**config.mk**
```make
export PLATFORM = sky130hd
export DESIGN_NAME = hazard_ctrl
export DESIGN_NICKNAME = d
export VERILOG_FILES = /design/src/rtl/otter_hazard_pkg.sv /design/src/rtl/hazard_ctrl_fwd_select.sv /design/src/rtl/hazard_ctrl.sv
export SDC_FILE = /design/constraint.sdc
export NUM_CORES = 1
export LEC_CHECK = 0
export CAP_MARGIN = 0
export CORE_AREA = 2 2 83 85
export DETAILED_ROUTE_END_ITERATION = 10
export DIE_AREA = 0 0 85 87
export GPL_TIMING_DRIVEN = 0
export MAX_ROUTING_LAYER = met4
export SLEW_MARGIN = 20
export SYNTH_ARGS = -nofsm -noshare
export SYNTH_HDL_FRONTEND = slang
export SYNTH_SLANG_ARGS = --single-unit
export TNS_END_PERCENT = 100
```
**constraint.sdc**
```tcl
create_clock -name clk_i -period 2.57 [get_ports clk_i]
set_clock_uncertainty 0.15 [all_clocks]
set_input_delay 0.514 -clock clk_i [delete_from_list [all_inputs] [get_ports clk_i]]
set_output_delay 0.514 -clock clk_i [all_outputs]
set_load 0.01 [all_outputs]
```
**src/rtl/otter_hazard_pkg.sv**
```systemverilog
`default_nettype none
// ============================================================================
//  Module      : otter_hazard_pkg
//  Description : Shared types and constants for the pipeline hazard controller.
//  Revision    : 1.0 - initial release
// ============================================================================
package otter_hazard_pkg;

  typedef enum logic [1:0] {
    ST_RUN      = 2'd0,
    ST_MEM_WAIT = 2'd1,
    ST_FLUSH    = 2'd2
  } hz_state_e;

  localparam logic [1:0] FWD_RF  = 2'b00;
  localparam logic [1:0] FWD_MEM = 2'b01;
  localparam logic [1:0] FWD_WB  = 2'b10;

  localparam logic [4:0] REG_X0 = 5'd0;

  // Wide enough for the largest legal MEM_TIMEOUT (255).
  localparam int WAIT_W = 8;

endpackage
`default_nettype wire

```
**src/rtl/hazard_ctrl_fwd_select.sv**
```systemverilog
`default_nettype none
// ============================================================================
//  Module      : fwd_select
//  Description : ALU operand forward select; MEM result wins over WB result.
//  Revision    : 1.0 - initial release
// ============================================================================
module fwd_select
  import otter_hazard_pkg::*;
(
  input  logic [4:0] ex_rs_i,
  input  logic [4:0] mem_rd_i,
  input  logic       mem_regwrite_i,
  input  logic [4:0] wb_rd_i,
  input  logic       wb_regwrite_i,
  output logic [1:0] fwd_o
);

  always_comb begin
    fwd_o = FWD_RF;
    if (mem_regwrite_i && (mem_rd_i != REG_X0) && (mem_rd_i == ex_rs_i)) begin
      fwd_o = FWD_MEM;
    end else if (wb_regwrite_i && (wb_rd_i != REG_X0) && (wb_rd_i == ex_rs_i)) begin
      fwd_o = FWD_WB;
    end
  end

endmodule
`default_nettype wire

```
**src/rtl/hazard_ctrl.sv**
```systemverilog
`default_nettype none
// ============================================================================
//  Module      : hazard_ctrl
//  Description : 5-stage pipeline hazard unit: forwarding, load-use stall,
//                branch flush, data-memory wait/timeout and stall counter.
//  Revision    : 1.0 - initial release
// ============================================================================
module hazard_ctrl
  import otter_hazard_pkg::*;
#(
  parameter int MEM_TIMEOUT = 15,
  parameter int CNT_W       = 16
) (
  input  logic             clk_i,
  input  logic             rst_ni,
  input  logic [4:0]       id_rs1_i,
  input  logic [4:0]       id_rs2_i,
  input  logic             id_use_rs1_i,
  input  logic             id_use_rs2_i,
  input  logic [4:0]       ex_rs1_i,
  input  logic [4:0]       ex_rs2_i,
  input  logic [4:0]       ex_rd_i,
  input  logic             ex_regwrite_i,
  input  logic             ex_memread_i,
  input  logic [4:0]       mem_rd_i,
  input  logic             mem_regwrite_i,
  input  logic [4:0]       wb_rd_i,
  input  logic             wb_regwrite_i,
  input  logic             br_taken_i,
  input  logic             dmem_req_i,
  input  logic             dmem_ack_i,
  input  logic             cnt_clr_i,
  output logic [1:0]       fwd_a_o,
  output logic [1:0]       fwd_b_o,
  output logic             stall_if_o,
  output logic             bubble_ex_o,
  output logic             flush_ifid_o,
  output logic             freeze_o,
  output logic             mem_err_o,
  output logic [CNT_W-1:0] stall_cnt_o
);

  localparam logic [WAIT_W-1:0] TIMEOUT_LAST = WAIT_W'(MEM_TIMEOUT - 1);

  hz_state_e          state_q, state_d;
  logic               br_pend_q, br_pend_d;
  logic [WAIT_W-1:0]  wait_q, wait_d;
  logic [CNT_W-1:0]   stall_cnt_q, stall_cnt_d;

  logic [1:0]         fwd_a_raw, fwd_b_raw;
  logic               load_use;
  logic               mem_req_stall;
  logic               timeout;
  logic               unused_ex_regwrite;

  // The load flag alone identifies a load; the write-enable is redundant here.
  assign unused_ex_regwrite = ex_regwrite_i;

  fwd_select u_fwd_a (
    .ex_rs_i        (ex_rs1_i),
    .mem_rd_i       (mem_rd_i),
    .mem_regwrite_i (mem_regwrite_i),
    .wb_rd_i        (wb_rd_i),
    .wb_regwrite_i  (wb_regwrite_i),
    .fwd_o          (fwd_a_raw)
  );

  fwd_select u_fwd_b (
    .ex_rs_i        (ex_rs2_i),
    .mem_rd_i       (mem_rd_i),
    .mem_regwrite_i (mem_regwrite_i),
    .wb_rd_i        (wb_rd_i),
    .wb_regwrite_i  (wb_regwrite_i),
    .fwd_o          (fwd_b_raw)
  );

  assign fwd_a_o = rst_ni ? fwd_a_raw : FWD_RF;
  assign fwd_b_o = rst_ni ? fwd_b_raw : FWD_RF;

  assign load_use = ex_memread_i && (ex_rd_i != REG_X0) &&
                    ((id_use_rs1_i && (id_rs1_i == ex_rd_i)) ||
                     (id_use_rs2_i && (id_rs2_i == ex_rd_i)));

  assign mem_req_stall = dmem_req_i && !dmem_ack_i;

  // Fires on the MEM_TIMEOUT-th wait cycle; an ack in the same cycle wins.
  assign timeout = (state_q == ST_MEM_WAIT) && !dmem_ack_i && (wait_q == TIMEOUT_LAST);

  always_ff @(posedge clk_i or negedge rst_ni) begin
    if (!rst_ni) begin
      state_q     <= ST_RUN;
      br_pend_q   <= 1'b0;
      wait_q      <= '0;
      stall_cnt_q <= '0;
    end else begin
      state_q     <= state_d;
      br_pend_q   <= br_pend_d;
      wait_q      <= wait_d;
      stall_cnt_q <= stall_cnt_d;
    end
  end

  always_comb begin
    state_d   = state_q;
    br_pend_d = br_pend_q;
    wait_d    = wait_q;
    case (state_q)
      ST_RUN: begin
        if (mem_req_stall) begin
          state_d = ST_MEM_WAIT;
          wait_d  = '0;
          if (br_taken_i) begin
            br_pend_d = 1'b1;
          end
        end
      end
      ST_MEM_WAIT: begin
        if (dmem_ack_i || timeout) begin
          state_d = br_pend_q ? ST_FLUSH : ST_RUN;
          wait_d  = '0;
        end else begin
          wait_d = wait_q + WAIT_W'(1);
        end
      end
      ST_FLUSH: begin
        state_d   = ST_RUN;
        br_pend_d = 1'b0;
      end
      default: begin
        state_d   = ST_RUN;
        br_pend_d = 1'b0;
        wait_d    = '0;
      end
    endcase
  end

  always_comb begin
    stall_if_o   = 1'b0;
    bubble_ex_o  = 1'b0;
    flush_ifid_o = 1'b0;
    freeze_o     = 1'b0;
    mem_err_o    = 1'b0;
    if (rst_ni) begin
      case (state_q)
        ST_RUN: begin
          if (mem_req_stall) begin
            freeze_o = 1'b1;
          end else if (br_taken_i) begin
            flush_ifid_o = 1'b1;
            bubble_ex_o  = 1'b1;
          end else if (load_use) begin
            stall_if_o  = 1'b1;
            bubble_ex_o = 1'b1;
          end
        end
        ST_MEM_WAIT: begin
          if (timeout) begin
            mem_err_o = 1'b1;
          end else if (!dmem_ack_i) begin
            freeze_o = 1'b1;
          end
        end
        ST_FLUSH: begin
          flush_ifid_o = 1'b1;
          bubble_ex_o  = 1'b1;
        end
        default: begin
          freeze_o = 1'b0;
        end
      endcase
    end
  end

  always_comb begin
    stall_cnt_d = stall_cnt_q;
    if (cnt_clr_i) begin
      stall_cnt_d = '0;
    end else if ((stall_if_o || freeze_o) && (stall_cnt_q != '1)) begin
      stall_cnt_d = stall_cnt_q + CNT_W'(1);
    end
  end

  assign stall_cnt_o = stall_cnt_q;

endmodule
`default_nettype wire

```
After elaboration in Yosys (flattened, before gate mapping)
Cells that the tools add are included.

Register bits after elaboration: 27. Bits of input ports: 47. Output and inout bits: 25. Word-level logic and storage cells: 86.

Add/sub/neg operators: 2. Eq/ne operators: 13. Mux-type cells: 39. Bitwise gates (word level): 2. Reductions and logical operators: 26.

Operators by type and width (number): $mux W16 (2); $eq A5 B5 Y1 (6); $pmux W8 S3 (1); $mux W1 (20); $mux W2 (9); $add A16 B1 Y16 const B (1); $mux W8 (2); $ne A16 B16 Y1 const B (1); $reduce_bool A5 Y1 (3); $logic_and A1 B1 Y1 (14); $add A8 B1 Y8 const B (1); $eq A8 B4 Y1 const B (1); $pmux W1 S2 (4); $ne A2 B2 Y1 const B (2); $pmux W2 S2 (1); $reduce_and A2 Y1 (2); $logic_or A1 B1 Y1 (3); $reduce_and A3 Y1 (1); $eq A2 B1 Y1 const B (1); $eq A2 B2 Y1 const B (1); $logic_not A2 Y1 (1); $ne A2 B1 Y1 const B (1); $not A1 Y1 (2); $reduce_bool A2 Y1 (1); $logic_not A1 Y1 (1).

Longest topological paths before layout
Gate-level depths: netlist of the first run.

Depth after elaboration: 13. Depth in mapped cells: 9. Gate-level depth less buffers: 8.

Cells and area by module
A second synthesis of the first run with hierarchy kept.

Cells, all modules: 235. Area, all modules: 2045.7 um^2.

By module, submodules not included: hazard_ctrl (instances 1, cells an instance 195, area an instance 1742.9 um^2, seq. area each 675.6 um^2); fwd_select (instances 2, cells an instance 20, area an instance 151.4 um^2, seq. area each 0.0 um^2).

Worst setup path before layout of the first run
Ideal clock, no wire load.

Path kind: input to output. From: input port mem_rd_i[0]. To: output port fwd_a_o[1]. Arrival: 1.707 ns. Data required time: 1.906 ns. Setup slack: 0.199 ns. Stages on the path: 4. Path buffers: 0. Path through: or4_1 o21ai_1 nor4_1 nor4_1.

Word-level cells in the longest chain between the ends: 5. Elaborated cells between the ends (all ways): 6. Those cells by class: eq/ne (1); mux (2); reduce/logical (3).

RTL lines: from (decl) (line hazard_ctrl.sv:25) `input logic [4:0] mem_rd_i,`; $reduce_bool A5 Y1 (line hazard_ctrl_fwd_select.sv:20) `if (mem_regwrite_i && (mem_rd_i != REG_X0) && (mem_rd_i == ex_rs_i)) begin`; $logic_and A1 B1 Y1 (line hazard_ctrl_fwd_select.sv:20); $logic_and A1 B1 Y1 * (line hazard_ctrl_fwd_select.sv:20); $mux W2 * (line hazard_ctrl_fwd_select.sv:20); $mux W2 * (line hazard_ctrl.sv:77) `assign fwd_a_o = rst_ni ? fwd_a_raw : FWD_RF;`; to (decl) (line hazard_ctrl.sv:33) `output logic [1:0] fwd_a_o,`.

Every way passes the cells marked *; elsewhere a longest branch is shown, timed or not.

Worst setup path after layout of the first run
From: input port mem_rd_i[4]. To: output port fwd_b_o[1].

Word-level cells in the longest chain between the ends: 5. Elaborated cells between the ends (all ways): 6. Those cells by class: eq/ne (1); mux (2); reduce/logical (3).

RTL lines: $reduce_bool A5 Y1 (line hazard_ctrl_fwd_select.sv:20); $logic_and A1 B1 Y1 (line hazard_ctrl_fwd_select.sv:20); $logic_and A1 B1 Y1 * (line hazard_ctrl_fwd_select.sv:20); $mux W2 * (line hazard_ctrl_fwd_select.sv:20); $mux W2 * (line hazard_ctrl.sv:78) `assign fwd_b_o = rst_ni ? fwd_b_raw : FWD_RF;`; to (decl) (line hazard_ctrl.sv:34) `output logic [1:0] fwd_b_o,`.

Marks and branches as above.

==> results.py, run 1 <==
metrics = {
    "status": {
        "status": "finished with violations",
        "violations": "setup timing",
    },
    "floorplanning": {
        "initial_core_util_pct": 28.9,
        "rows": 30,
        "io-pin-count": 72,
        "die_x_um": 85,
        "die_area_um2": 7400,
        "design.core.area_um2": 6570,
        "die_h_um": 87,
    },
    "setup_path": {
        "reg2reg_depth": 7,
        "path_class": "primary input to output pin",
        "slowest_stage": "or4_4",
        "path_cells": "buf_8, or4_4, o21ai_4, nor4_2, buf_4, nor4_4, buf_2",
        "rrSetupSlack_ns": 0.12,
        "reg2reg_from": "wait_q[1]$_DFFE_PN0P_",
        "crit_family": "simple AND/OR/NAND/NOR gates",
        "worstSetupEndpointType": "output pin",
        "start_kind": "primary input",
        "required_ns": 1.91,
        "crit_buf_inv": 3,
        "arrival_ns": 1.91,
        "critPathMaxFanout": 2,
        "max_stage_delay_ns": 0.55,
        "r2r-end": "stall_cnt_o[11]$_DFFE_PN0P_",
    },
    "grt": {
        "grt_pass1_vias": 1948,
        "grt.total_usage_pct": 16.1,
        "grt_pass1_wl_mm": 9.52,
        "grt_max_degree": 15,
        "grt-ovfl-total": 0,
        "antenna_found_initial": 0,
    },
    "power_and_ir_drop": {
        "powerDensity_nw_per_um2": 365,
        "power.share.sequential_pct": 43.0,
        "p_int_mw": 0.765,
        "p_leak_nw": 1.31,
        "irDropWorstVdd_uv": 226,
        "p_sw_mw": 0.366,
        "pwr-share-comb_pct": 34.7,
        "p_sw_share_pct": 32.4,
        "p_clk_share_pct": 22.3,
    },
    "timing": {
        "setup_viol": 1,
        "relSlewSlack_pct": 62.0,
        "finalCritPeriodShare_pct": 100,
        "min_period_ns": 2.58,
        "rsz0062_at_grt": "yes",
        "fin_setup_tns_ns": -0.00642,
        "finalHoldViolations": 0,
        "slew_violations": 0,
        "tightest_slew_ns": 0.570,
        "max_freq_mhz": 388,
        "worst_slack_ns": -0.00642,
    },
    "synthesis": {
        "syn-num-nets": 270,
        "ys_ff_latch": 27,
        "syn_area_per_cell_um2": 8.62,
        "ys_seq_area_share_pct": 35.6,
        "syn_inst": 220,
        "netlist_area_um2": 1900,
        "synthesis.yosys.warnings": 0,
        "synth_cell_types": 39,
    },
    "cells_and_area": {
        "fin_area_um2": 3100,
        "area_growth_pct": 63.4,
        "diodes": 0,
        "fin_nets": 363,
        "fill_cells": 624,
        "final_layout_size_suffix_gt1_share_pct": 21.2,
    },
    "place": {
        "place.port_buffers": 69,
        "postPlaceCellArea_um2": 2700,
        "place_worst_setup_slack_ns": -0.862,
        "gp_congestion": 0.769,
        "dpl.hpwl_mm": 4.04,
    },
    "routing": {
        "viasPerCell": 5.11,
        "drc": 0,
        "drt_iter0_drc": 116,
        "first_pass_iters": 5,
        "wire_per_inst_um": 14.9,
        "vias": 2003,
        "wl_mm": 5.83,
        "antenna_left": 0,
    },
    "clock_network": {
        "clk_path_buf_depth": 2,
        "cts_made_buffers": 3,
        "htree_levels": 1,
        "cts_tree": "built",
        "worst_skew_pair.late_latency_ns": 0.28,
        "numClockSinks": 27,
        "clkTransAtPathRegs_ns": 0.10,
        "root_buffer": "clkbuf_8",
    },
    "job": {
        "maxCapViolations": 0,
    },
    "min_path": {
        "holdCritPathClass": "primary input to async pin",
    },
}
==> layer usage <==
| metal | share of wire (%) | wire, um | GRT usage, % |
|---|---|---|---|
| met4 | 0.22 | 13 | 1.73 |
| met1 | 43 | 2520 | 21.3 |
| met5 | 0 | 0 | - |
| met2 | 53 | 3070 | 26.8 |
| met3 | 3.8 | 220 | 2.65 |
==> per-stage QoR <==
stage          hold WS [ns]  std cells  power (mW)  utilization (%)
3_5_place_dp          0.196        370       0.808             41.1
4_1_cts               0.115        387        1.12             45.3
3_3_place_gp          0.319        369       0.799             40.9
5_1_grt               0.114        392        1.21             47.1
2_1_floorplan        0.0684        220       0.645                -
6_report              0.115        392        1.13             47.1
==> synthesized netlist by cell type <==
master,count,area share (%)
a211oi_1,1,0.40
a21bo_2,1,0.53
a21oi_1,16,4.2
a21oi_2,1,0.46
a221oi_2,1,0.79
a31oi_1,2,0.66
and2_1,4,1.3
and3_1,3,0.99
and4b_1,1,0.53
buf_1,1,0.20
buf_2,2,0.53
clkbuf_1,3,0.59
dfrtp_1,27,36
ha_1,3,2.0
inv_1,4,0.79
mux2_1,1,0.59
mux2i_1,1,0.53
nand2_1,16,3.2
nand2b_1,3,0.99
nand3_1,13,3.4
nand4_1,6,2.0
nor2_1,15,3.0
nor2b_1,3,0.99
nor3_1,1,0.26
nor3b_1,2,0.79
nor3b_4,1,0.99
nor4_1,6,2.0
nor4_2,1,0.66
o211ai_1,1,0.40
o21ai_0,11,2.9
o21ai_1,10,2.6
o21ba_1,1,0.53
o22ai_1,1,0.33
o31a_1,1,0.46
o31ai_1,7,2.8
or3_1,7,2.3
or4_1,11,4.4
xnor2_1,16,7.4
xor2_1,15,6.9
==> sequential cells by signal, indices dropped and copies added, names as in the netlist <==
signal / cells
wait_q: 8
br_pend_q: 1
stall_cnt_o: 16
state_q: 2
==> layout make-up <==
class,instances,area [um^2],share of cell area [%]
multi-input combinational,184,1380,44.7
sequential,27,677,21.9
buffer,6,33.8,1.09
clock buffer,4,45.0,1.45
tap,80,100,3.23
timing repair buffer,87,842,27.2
inverter,4,15.0,0.485
==> cell families (layout without fill, tap and decap cells) <==
| kind of cell | after synthesis | after routing | share of synthesized area, % |
|---|---|---|---|
| XOR/XNOR | 31 | 31 | 14.3 |
| multiplexers | 2 | 2 | 1.12 |
| AND/OR/NAND/NOR | 93 | 93 | 27.7 |
| AO/OA/AOI/OAI | 54 | 55 | 17.1 |
| adder cells (fa/ha/maj) | 3 | 3 | 1.98 |
| buffers and inverters | 10 | 101 | 2.11 |
| flip-flops | 27 | 27 | 35.6 |
==> layout by cell type (no fill, tap or decap), drive strengths merged, types with 2 or more instances in the layout <==
master	instances
o21ai	21
dlygate4sd3	2
clkdlybuf4s15	10
nand3	13
dfrtp	27
a21oi	18
nor3b	3
nor4	7
and3	3
dlymetal6s2s	9
clkdlybuf4s50	29
nand2	16
nor2	15
nand2b	3
clkbuf	11
or3	7
buf	27
xor2	15
inv	4
ha	3
nand4	6
nor2b	3
dlygate4sd2	8
a31oi	2
or4	11
o31ai	7
and2	4
xnor2	16
==> power groups by stage <==
stage / sequential (mW) / clock, mW / combinational (mW)
6_report: 0.487 / 0.252 / 0.392
3_5_place_dp: 0.498 / 0 / 0.310
3_3_place_gp: 0.498 / 0 / 0.301
2_1_floorplan: 0.492 / 0 / 0.153
4_1_cts: 0.486 / 0.261 / 0.374
5_1_grt: 0.492 / 0.278 / 0.436
==> worst max path at each step <==
stage / slack (ns) / cells after the start / start / end
2_1_floorplan: 0.20 / 4 / mem_rd_i[0] / fwd_a_o[1]
3_3_place_gp: -1.79 / 5 / rst_ni / fwd_a_o[1]
3_5_place_dp: -0.86 / 6 / mem_rd_i[0] / fwd_a_o[1]
4_1_cts: -0.04 / 6 / wb_rd_i[3] / fwd_b_o[1]
5_1_grt: -0.05 / 7 / mem_rd_i[2] / fwd_b_o[1]
6_report: -0.006 / 7 / mem_rd_i[4] / fwd_b_o[1]
==> what timing repair did <==
action / in CTS / in global routing
hold buffers: 2 / 0
gates cloned: 3 / 0
pin swaps: 15 / 16
setup endpoints to repair: 24 / 22
resized for setup: 97 / 35
buffers inserted: 8 / 6
hold endpoints to repair: 4 / 0
Note: power is estimated with default switching activity, not from simulation.
==> run 2: changes to the inputs <==
--- a/config.mk
+++ b/config.mk
@@ -7,10 +7,12 @@
 export LEC_CHECK = 0
 export CAP_MARGIN = 0
 export CORE_AREA = 2 2 83 85
+export CTS_BUF_LIST = sky130_fd_sc_hd__clkbuf_8
 export DETAILED_ROUTE_END_ITERATION = 10
 export DIE_AREA = 0 0 85 87
 export GPL_TIMING_DRIVEN = 0
 export MAX_ROUTING_LAYER = met4
+export REMOVE_ABC_BUFFERS = 1
 export SLEW_MARGIN = 20
 export SYNTH_ARGS = -nofsm -noshare
 export SYNTH_HDL_FRONTEND = slang
==> run 2 against run 1 <==
Effect of this change:
- the run now ends clean
- cell area down 5.0%
- combinational power decreased by 5.4%
- sequential share of layout area is 1.2 points higher
- via count decreased by 2.3%
- clock power is 4% lower
- total power is 2.7% lower
- fmax up 1.8%
- worst hold slack improved by 0.25 ns
- highest routed layer unchanged
==> results.py, run 2 (synthesis gave the netlist of run 1 again) <==
metrics = {
    "setup_path": {
        "start_kind": "primary input",
        "path_class": "primary input to output pin",
        "required_ns": 1.91,
        "critPathMaxFanout": 2,
        "worstSetupEndpointType": "output pin",
        "arrival_ns": 1.87,
        "reg2reg_from": "stall_cnt_o[0]$_DFFE_PN0P_",
        "crit_start": "ex_rs1_i[0]",
    },
    "power_and_ir_drop": {
        "p_sw_share_pct": 31.9,
        "powerDensity_nw_per_um2": 374,
        "power.share.sequential_pct": 44.2,
        "p_clk_share_pct": 22.0,
        "pwr-share-comb_pct": 33.7,
        "p_sw_mw": 0.350,
        "p_leak_nw": 1.21,
        "irDropWorstVdd_uv": 231,
        "p_int_mw": 0.750,
    },
    "floorplanning": {
        "die_h_um": 87,
        "rows": 30,
        "design.core.area_um2": 6570,
        "initial_core_util_pct": 28.9,
        "die_x_um": 85,
        "die_area_um2": 7400,
        "io-pin-count": 72,
    },
    "cells_and_area": {
        "fin_area_um2": 2940,
        "largest_reg_flops": 16,
        "final_common_cell": "clkdlybuf4s50_1",
        "final_layout_size_suffix_gt1_share_pct": 19.1,
        "fin_nets": 355,
        "final_cell_mix": "clkdlybuf4s50_1, dfrtp_1, xnor2_1, nand2_1",
        "area_growth_pct": 55.2,
        "fill_cells": 638,
        "diodes": 0,
    },
    "timing": {
        "finalHoldViolations": 0,
        "relSlewSlack_pct": 47.4,
        "min_period_ns": 2.53,
        "fin_setup_tns_ns": 0,
        "slew_violations": 0,
        "tightest_slew_ns": 0.787,
        "max_freq_mhz": 395,
        "worst_slack_ns": 0.0392,
        "hold_ws_ns": 0.360,
        "setup_viol": 0,
        "finalCritPeriodShare_pct": 98.5,
    },
    "clock_network": {
        "root_buffer": "clkbuf_8",
        "htree_levels": 1,
        "clkTransAtPathRegs_ns": 0.09,
        "clk_path_buf_depth": 2,
        "numClockSinks": 27,
        "cts_made_buffers": 3,
        "cts_tree": "built",
        "worst_skew_pair.late_latency_ns": 0.27,
    },
    "grt": {
        "grt.total_usage_pct": 15.9,
        "antenna_found_initial": 0,
        "grt_pass1_vias": 1991,
        "grt_pass1_wl_mm": 9.47,
        "grt_max_degree": 18,
        "grt-ovfl-total": 0,
    },
    "place": {
        "postPlaceCellArea_um2": 2690,
        "dpl.hpwl_mm": 3.84,
        "place_worst_setup_slack_ns": -0.787,
        "place.port_buffers": 70,
        "gp_congestion": 0.774,
    },
    "min_path": {
        "holdCritPathClass": "flop to flop",
        "worstHoldStart": "br_pend_q$_DFFE_PN0P_",
    },
    "routing": {
        "wl_mm": 5.69,
        "first_pass_iters": 4,
        "vias": 1957,
        "antenna_left": 0,
        "wire_per_inst_um": 14.8,
        "drt_iter0_drc": 72,
        "drc": 0,
        "viasPerCell": 5.10,
    },
    "status": {
        "status": "completed",
    },
    "job": {
        "maxCapViolations": 0,
    },
}
-- run 2: power groups by stage --
stage,clock network (mW),registers (mW),logic [mW]
CTS,0.256,0.486,0.358
floorplan,0,0.492,0.145
detailed placement,0,0.498,0.300
global route,0.272,0.492,0.412
global placement,0,0.498,0.293
finish,0.242,0.487,0.371
-- run 2: layer usage --
metal | global-route usage, % | wire length, um
met4 | 5.92 | 123
met5 | - | 0
met2 | 26.1 | 2910
met3 | 1.80 | 106
met1 | 20.2 | 2540
-- run 2: per-stage QoR --
step	utilization [%]	power, mW	cells
6_report	44.8	1.10	384
5_1_grt	44.8	1.18	384
4_1_cts	44.0	1.10	381
3_5_place_dp	41.0	0.798	365
3_3_place_gp	40.7	0.791	364
2_1_floorplan	-	0.637	214
-- run 2: final timing paths --
path	cells past startpoint	end	slack [ns]
worst min-delay path	2	br_pend_q$_DFFE_PN0P_	0.36
worst min register to register	2	br_pend_q$_DFFE_PN0P_	0.36
worst max register to register	6	stall_cnt_o[11]$_DFFE_PN0P_	0.14
max in group asynchronous	3	state_q[0]$_DFFE_PN0P_	0.91
min in group asynchronous	2	stall_cnt_o[9]$_DFFE_PN0P_	0.58
worst max-delay path	6	fwd_a_o[0]	0.04
-- run 2: area by class of cell --
type	instances	area, um^2	share of cell area [%]
clock buffer	3	41.3	1.40
clock inverter	1	3.75	0.128
inverter	4	15.0	0.510
multi-input combinational	185	1360	46.1
sequential	27	679	23.1
tap	80	100	3.40
timing repair buffer	84	747	25.4
-- run 2: worst max-delay path: stages --
cell	delay [ns]
clkdlybuf4s50_1	0.51
xnor2_1	0.13
nand3_1	0.17
nor4_4	0.25
and2_1	0.17
buf_2	0.12
-- run 2: repair_timing --
action | 4_1_cts | 5_1_grt
setup buffers | 8 | 3
endpoints found under the hold margin | 10 | 0
pin swaps | 11 | 9
cloned | 2 | 0
hold buffers | 2 | 0
resized for setup | 81 | 29
endpoints found under the setup margin | 24 | 20
